`src/rtl/bp_cfg_pkg.sv`:
```
// Shared types and config-bus register map for the BlackParrot boot-time
// configuration sequencer.
package bp_cfg_pkg;

  localparam logic [15:0] bp_cfg_freeze_addr_gp     = 16'h0002;
  localparam logic [15:0] bp_cfg_core_id_addr_gp    = 16'h0004;
  localparam logic [15:0] bp_cfg_cce_mode_addr_gp   = 16'h0008;
  localparam logic [15:0] bp_cfg_ucode_base_addr_gp = 16'h8000;

  typedef enum logic [3:0] {
    e_idle,
    e_freeze,
    e_core_id,
    e_uc_rd,
    e_uc_wr,
    e_mode,
    e_unfreeze,
    e_next,
    e_done
  } bp_cfg_state_e;

  // Widest supported core/addr/data fields; the top resizes to its parameters.
  typedef struct packed {
    logic [7:0]  core;
    logic [15:0] addr;
    logic [31:0] data;
  } bp_cfg_write_s;

endpackage

```
`src/rtl/bp_cfg_write_reg.sv`:
```
// Valid/ready output register for config writes: once loaded, the payload is
// held unchanged until the sink accepts it.
module bp_cfg_write_reg
  import bp_cfg_pkg::*;
(
  input  logic          clk_i,
  input  logic          reset_n_i,
  input  logic          load_i,
  input  bp_cfg_write_s load_data_i,
  input  logic          ready_i,
  output logic          v_o,
  output bp_cfg_write_s data_o
);

  // Handshake: a write transfers on any cycle with v_o & ready_i; while v_o is
  // high and ready_i low, v_o and data_o hold. The owner loads only when the
  // register is empty or its current write is being accepted.
  always_ff @(posedge clk_i or negedge reset_n_i) begin
    if (!reset_n_i) begin
      v_o    <= 1'b0;
      data_o <= '0;
    end else if (load_i) begin
      v_o    <= 1'b1;
      data_o <= load_data_i;
    end else if (v_o && ready_i) begin
      v_o    <= 1'b0;
    end
  end

  hold_stable_a: assert property (@(posedge clk_i) disable iff (!reset_n_i)
    (v_o && !ready_i) |=> (v_o && $stable(data_o)));

endmodule

```
`src/rtl/bp_cfg_boot_sequencer.sv`:
```
// Post-reset config controller: for each core issues freeze, core id, CCE
// microcode, CCE mode and unfreeze writes, then raises a sticky done_o.
module bp_cfg_boot_sequencer
  import bp_cfg_pkg::*;
#(
  parameter int num_core_p       = 2,
  parameter int cfg_addr_width_p = 16,
  parameter int cfg_data_width_p = 32,
  parameter int cce_pc_width_p   = 8,
  parameter int ucode_els_p      = 256,
  localparam int core_width_lp   = (num_core_p > 1) ? $clog2(num_core_p) : 1
)
(
  input  logic                        clk_i,
  input  logic                        reset_n_i,
  input  logic                        start_i,
  input  logic                        cce_mode_i,
  output logic [cce_pc_width_p-1:0]   ucode_addr_o,
  input  logic [cfg_data_width_p-1:0] ucode_data_i,
  output logic                        cfg_v_o,
  output logic [core_width_lp-1:0]    cfg_core_o,
  output logic [cfg_addr_width_p-1:0] cfg_addr_o,
  output logic [cfg_data_width_p-1:0] cfg_data_o,
  input  logic                        cfg_ready_i,
  output logic                        busy_o,
  output logic                        done_o,
  output bp_cfg_state_e               state_o
);

  bp_cfg_state_e              state_q;
  logic [core_width_lp-1:0]   core_cnt_q;
  logic [cce_pc_width_p-1:0]  uc_cnt_q;
  logic                       mode_q;

  logic                       accept;
  logic                       uc_last;
  logic                       core_last;
  logic [core_width_lp-1:0]   core_nxt;
  logic [cce_pc_width_p-1:0]  uc_nxt;

  logic                       wr_load;
  bp_cfg_write_s              wr_next;
  bp_cfg_write_s              wr_q;
  logic                       unused_bits;

  assign accept    = cfg_v_o & cfg_ready_i;
  assign uc_last   = (uc_cnt_q == cce_pc_width_p'(ucode_els_p - 1));
  assign core_last = (core_cnt_q == core_width_lp'(num_core_p - 1));
  assign core_nxt  = core_cnt_q + core_width_lp'(1);
  assign uc_nxt    = uc_cnt_q + cce_pc_width_p'(1);
  assign state_o   = state_q;

  // The write register is loaded on the same edge that enters a write state,
  // so cfg_v_o rises together with the state and costs no extra cycle.
  always_comb begin
    wr_load      = 1'b0;
    wr_next      = '0;
    wr_next.core = 8'(core_cnt_q);
    case (state_q)
      e_idle: if (start_i) begin
        wr_load      = 1'b1;
        wr_next.core = '0;
        wr_next.addr = bp_cfg_freeze_addr_gp;
        wr_next.data = 32'd1;
      end
      e_freeze: if (accept) begin
        wr_load      = 1'b1;
        wr_next.addr = bp_cfg_core_id_addr_gp;
        wr_next.data = 32'(core_cnt_q);
      end
      e_uc_rd: begin
        wr_load      = 1'b1;
        wr_next.addr = bp_cfg_ucode_base_addr_gp + 16'(uc_cnt_q);
        wr_next.data = 32'(ucode_data_i);
      end
      e_uc_wr: if (accept && uc_last) begin
        wr_load      = 1'b1;
        wr_next.addr = bp_cfg_cce_mode_addr_gp;
        wr_next.data = 32'(mode_q);
      end
      e_mode: if (accept) begin
        wr_load      = 1'b1;
        wr_next.addr = bp_cfg_freeze_addr_gp;
        wr_next.data = 32'd0;
      end
      e_next: if (!core_last) begin
        wr_load      = 1'b1;
        wr_next.core = 8'(core_nxt);
        wr_next.addr = bp_cfg_freeze_addr_gp;
        wr_next.data = 32'd1;
      end
      default: ;
    endcase
  end

  // ucode_addr_o runs one word ahead: it is set while the previous word is
  // being written so the ROM data is already present during UC_RD.
  always_ff @(posedge clk_i or negedge reset_n_i) begin
    if (!reset_n_i) begin
      state_q      <= e_idle;
      core_cnt_q   <= '0;
      uc_cnt_q     <= '0;
      mode_q       <= 1'b0;
      busy_o       <= 1'b0;
      done_o       <= 1'b0;
      ucode_addr_o <= '0;
    end else begin
      case (state_q)
        e_idle: if (start_i) begin
          state_q      <= e_freeze;
          core_cnt_q   <= '0;
          uc_cnt_q     <= '0;
          ucode_addr_o <= '0;
          mode_q       <= cce_mode_i;
          busy_o       <= 1'b1;
        end
        e_freeze:   if (accept) state_q <= e_core_id;
        e_core_id:  if (accept) state_q <= e_uc_rd;
        e_uc_rd: begin
          state_q      <= e_uc_wr;
          ucode_addr_o <= uc_last ? '0 : uc_nxt;
        end
        e_uc_wr: if (accept) begin
          if (uc_last) begin
            uc_cnt_q <= '0;
            state_q  <= e_mode;
          end else begin
            uc_cnt_q <= uc_nxt;
            state_q  <= e_uc_rd;
          end
        end
        e_mode:     if (accept) state_q <= e_unfreeze;
        e_unfreeze: if (accept) state_q <= e_next;
        e_next: begin
          if (core_last) begin
            state_q <= e_done;
            busy_o  <= 1'b0;
            done_o  <= 1'b1;
          end else begin
            core_cnt_q <= core_nxt;
            state_q    <= e_freeze;
          end
        end
        e_done:  ;
        default: state_q <= e_idle;
      endcase
    end
  end

  bp_cfg_write_reg u_write_reg (
    .clk_i       (clk_i),
    .reset_n_i   (reset_n_i),
    .load_i      (wr_load),
    .load_data_i (wr_next),
    .ready_i     (cfg_ready_i),
    .v_o         (cfg_v_o),
    .data_o      (wr_q)
  );

  assign cfg_core_o = core_width_lp'(wr_q.core);
  assign cfg_addr_o = cfg_addr_width_p'(wr_q.addr);
  assign cfg_data_o = cfg_data_width_p'(wr_q.data);

  // Collects struct and ROM bits that narrower parameterisations leave unused.
  assign unused_bits = ^{wr_q, ucode_data_i};

endmodule
```
`config.mk`:
```
export PLATFORM = sky130hd
export DESIGN_NAME = bp_cfg_boot_sequencer
export DESIGN_NICKNAME = d
export VERILOG_FILES = /design/src/rtl/bp_cfg_pkg.sv /design/src/rtl/bp_cfg_write_reg.sv /design/src/rtl/bp_cfg_boot_sequencer.sv
export SDC_FILE = /design/constraint.sdc
export NUM_CORES = 1
export LEC_CHECK = 0
export BUFFER_PORTS_ARGS = -buffer_cell sky130_fd_sc_hd__buf_2
export CAP_MARGIN = 20
export CORE_UTILIZATION = 48
export DETAILED_ROUTE_END_ITERATION = 10
export GPL_TIMING_DRIVEN = 0
export PLACE_DENSITY_LB_ADDON = 0.2
export SLEW_MARGIN = 20
export SYNTH_ARGS = -nofsm -noshare
export SYNTH_HDL_FRONTEND = slang
export SYNTH_HIERARCHICAL = 1
export SYNTH_SLANG_ARGS = --single-unit
```
`constraint.sdc`:
```
create_clock -name clk_i -period 2.1 [get_ports clk_i]
set_input_delay 0.105 -clock clk_i [delete_from_list [all_inputs] [get_ports clk_i]]
set_output_delay 0.105 -clock clk_i [all_outputs]
set_load 0.02 [all_outputs]
```
==> flow_summary.json <==
{
  "dieArea_mm2": 0.00782,
  "p_per_area_mw_per_mm2": 1570,
  "cp_max_fo": 10,
  "end_kind": "flip-flop",
  "max_cap_violations": 0,
  "fin_setup_tns_ns": -9.17,
  "ir_worst_vdd_uv": 834,
  "path_depth": 9,
  "period_share_pct": 111,
  "num_antenna_cells": 0,
  "drc": 0,
  "crit_required_ns": 2.33,
  "worstPathArrival_ns": 2.56,
  "ys_warn_count": 6,
  "met1_length_mm": 4.01,
  "layout_common_cells": "buf_2 (102), dfrtp_1 (70), mux2_4 (43)",
  "cts_made_buffers": 9,
  "holdCritPathClass": "in -> reg",
  "r2r_cells": 9,
  "cp_top_family": "simple AND/OR/NAND/NOR gates",
  "drt_iter0_markers": 104,
  "syn_inst": 300,
  "grt_max_degree": 48,
  "grt_pass1_vias": 2643,
  "place_worst_setup_slack_ns": -0.417,
  "mostFrequentLayoutCell": "buf_2",
  "clock_skew_ns": 0.00742,
  "num_vias": 2866,
  "viasPerCell": 5.34,
  "critical_path.max_stage_delay_ns": 0.53,
  "hold_violations": 0,
  "std_cell_rows": 31,
  "dr.pass1.iters": 5,
  "gp_congestion": 0.846,
  "cts_tree": "yes",
  "placeableCoreArea_mm2": 0.00725,
  "syn_to_final_growth_pct": 31.6,
  "grt_usage_pct": 22.1,
  "htreeDepth": 3,
  "die_y_um": 88.4,
  "grt_pass1_wl_mm": 13.0,
  "drtAntennaViolNets": 0,
  "total_leakage_power_nw": 2.55,
  "drv_slew": 0,
  "pin_count": 101,
  "wl_met3_um": 445,
  "start_util_pct": 49.4,
  "grt.overflow.total": 0,
  "routedWlPerCell_um": 16.1,
  "setup_viol": 49,
  "dpl.hpwl_mm": 5.78,
  "insertion_delay_ns": 0.35,
  "wl_mm": 8.65,
  "clockRootBuffer": "clkbuf_8",
  "crit_path_start_kind": "flip-flop",
  "io_buffers": 100,
  "fin_nets": 471,
  "routed.top_layer": "met4",
  "critPathBufInv": 5,
  "critical_path_class": "reg -> reg",
  "cp_slowest_cell": "or4b_4",
  "instances_no_fill": 537,
  "status": "finished with violations",
  "rsz0062_at_grt": "yes",
  "die_w_um": 88.4,
  "worst_slack_ns": -0.221,
  "min_path_cells": 3,
  "path_clk_slew_ns": 0.08,
  "fmaxAchievable_ghz": 0.431,
  "violations": "setup timing",
  "synth.avg_cell_area_um2": 12.0,
  "fin_crit_ns": 2.32,
  "dp_cells": 506,
  "layout-drive-gt1-share_pct": 47.3,
  "antenna_found_initial": 0,
  "wl_met2_mm": 3.98,
  "path_cells": "buf_6 > or4b_4 > nor4_4 > inv_1 > o211ai_1 > buf_4 > buf_8 > buf_12 > mux2_4",
  "cts_buffer_depth": 2,
  "cts_sinks": 74,
  "mappedNetlistArea_mm2": 0.00359
}
==> what timing repair did <==
| action | in CTS | in global routing |
|---|---|---|
| hold buffers | 2 | 0 |
| setup endpoints to repair | 50 | 50 |
| resized for setup | 22 | 17 |
| setup buffers | 11 | 6 |
| gates cloned | 2 | 0 |
| endpoints found under the hold margin | 28 | 0 |
| pin swaps | 1 | 0 |
==> through the flow <==
stage / power, mW / hold slack, ns / instance area (µm²) / utilization, %
after global placement: 5.62 / 0.314 / 4240 / 58.5
final: 7.41 / 0.0472 / 4720 / 65.1
after CTS: 7.24 / 0.0380 / 4640 / 64.0
after detailed placement: 5.70 / 0.0558 / 4270 / 58.9
after floorplan: 4.72 / -0.191 / 3620 / -
after global routing: 7.85 / 0.0610 / 4720 / 65.1
==> flip-flops by register name, indices dropped and copies added, names as in the netlist <==
name                flops
u_write_reg/data_o     49
uc_cnt_q                8
ucode_addr_o            8
state_o                 4
busy_o                  1
core_cnt_q              1
done_o                  1
mode_q                  1
u_write_reg/v_o         1
==> worst reg2reg max path, cell delays in order (launching register included) <==
cell and delay [ns]:
dfrtp_2 0.41, buf_6 0.11, or4b_4 0.53, nor4_4 0.17, inv_1 0.10, o211ai_1 0.10
buf_4 0.18, buf_8 0.14, buf_12 0.15, mux2_4 0.31
==> power by group <==
| part | total, mW | internal [mW] | leakage, nW | switching (mW) |
|---|---|---|---|---|
| clock network | 1.15 | 0.617 | 0.0982 | 0.535 |
| logic | 4.02 | 1.90 | 1.48 | 2.12 |
| registers | 2.23 | 1.92 | 0.980 | 0.319 |
| total | 7.41 | 4.44 | 2.55 | 2.98 |
==> layout make-up <==
cell class	instances	area [µm²]
Inverter	6	22.5
Buffer	17	139
Clock buffer	11	151
Sequential cell	74	1860
Timing Repair Buffer	120	689
Fill cell	607	2530
Multi-Input combinational cell	205	1680
Clock inverter	5	61.3
Tap cell	99	124
==> per-layer routing <==
metal	up-vias	track usage, %
met2	111	34.3
met3	18	5.22
met5	-	0
met1	1400	29.9
met4	0	9.09
li1	1337	-
==> worst paths after layout <==
check / startpoint / to / slack, ns
setup / recovery: state_o[1] / u_write_reg/data_o[23] / -0.22
hold / removal: cfg_ready_i / u_write_reg/v_o / 0.05
setup reg to reg: state_o[1] / u_write_reg/data_o[23] / -0.22
hold reg to reg: done_o / done_o / 0.47
max in group asynchronous: reset_n_i / u_write_reg/data_o[0] / 1.31
min in group asynchronous: reset_n_i / u_write_reg/data_o[41] / 0.23
Power figures use the tool's default switching activity.
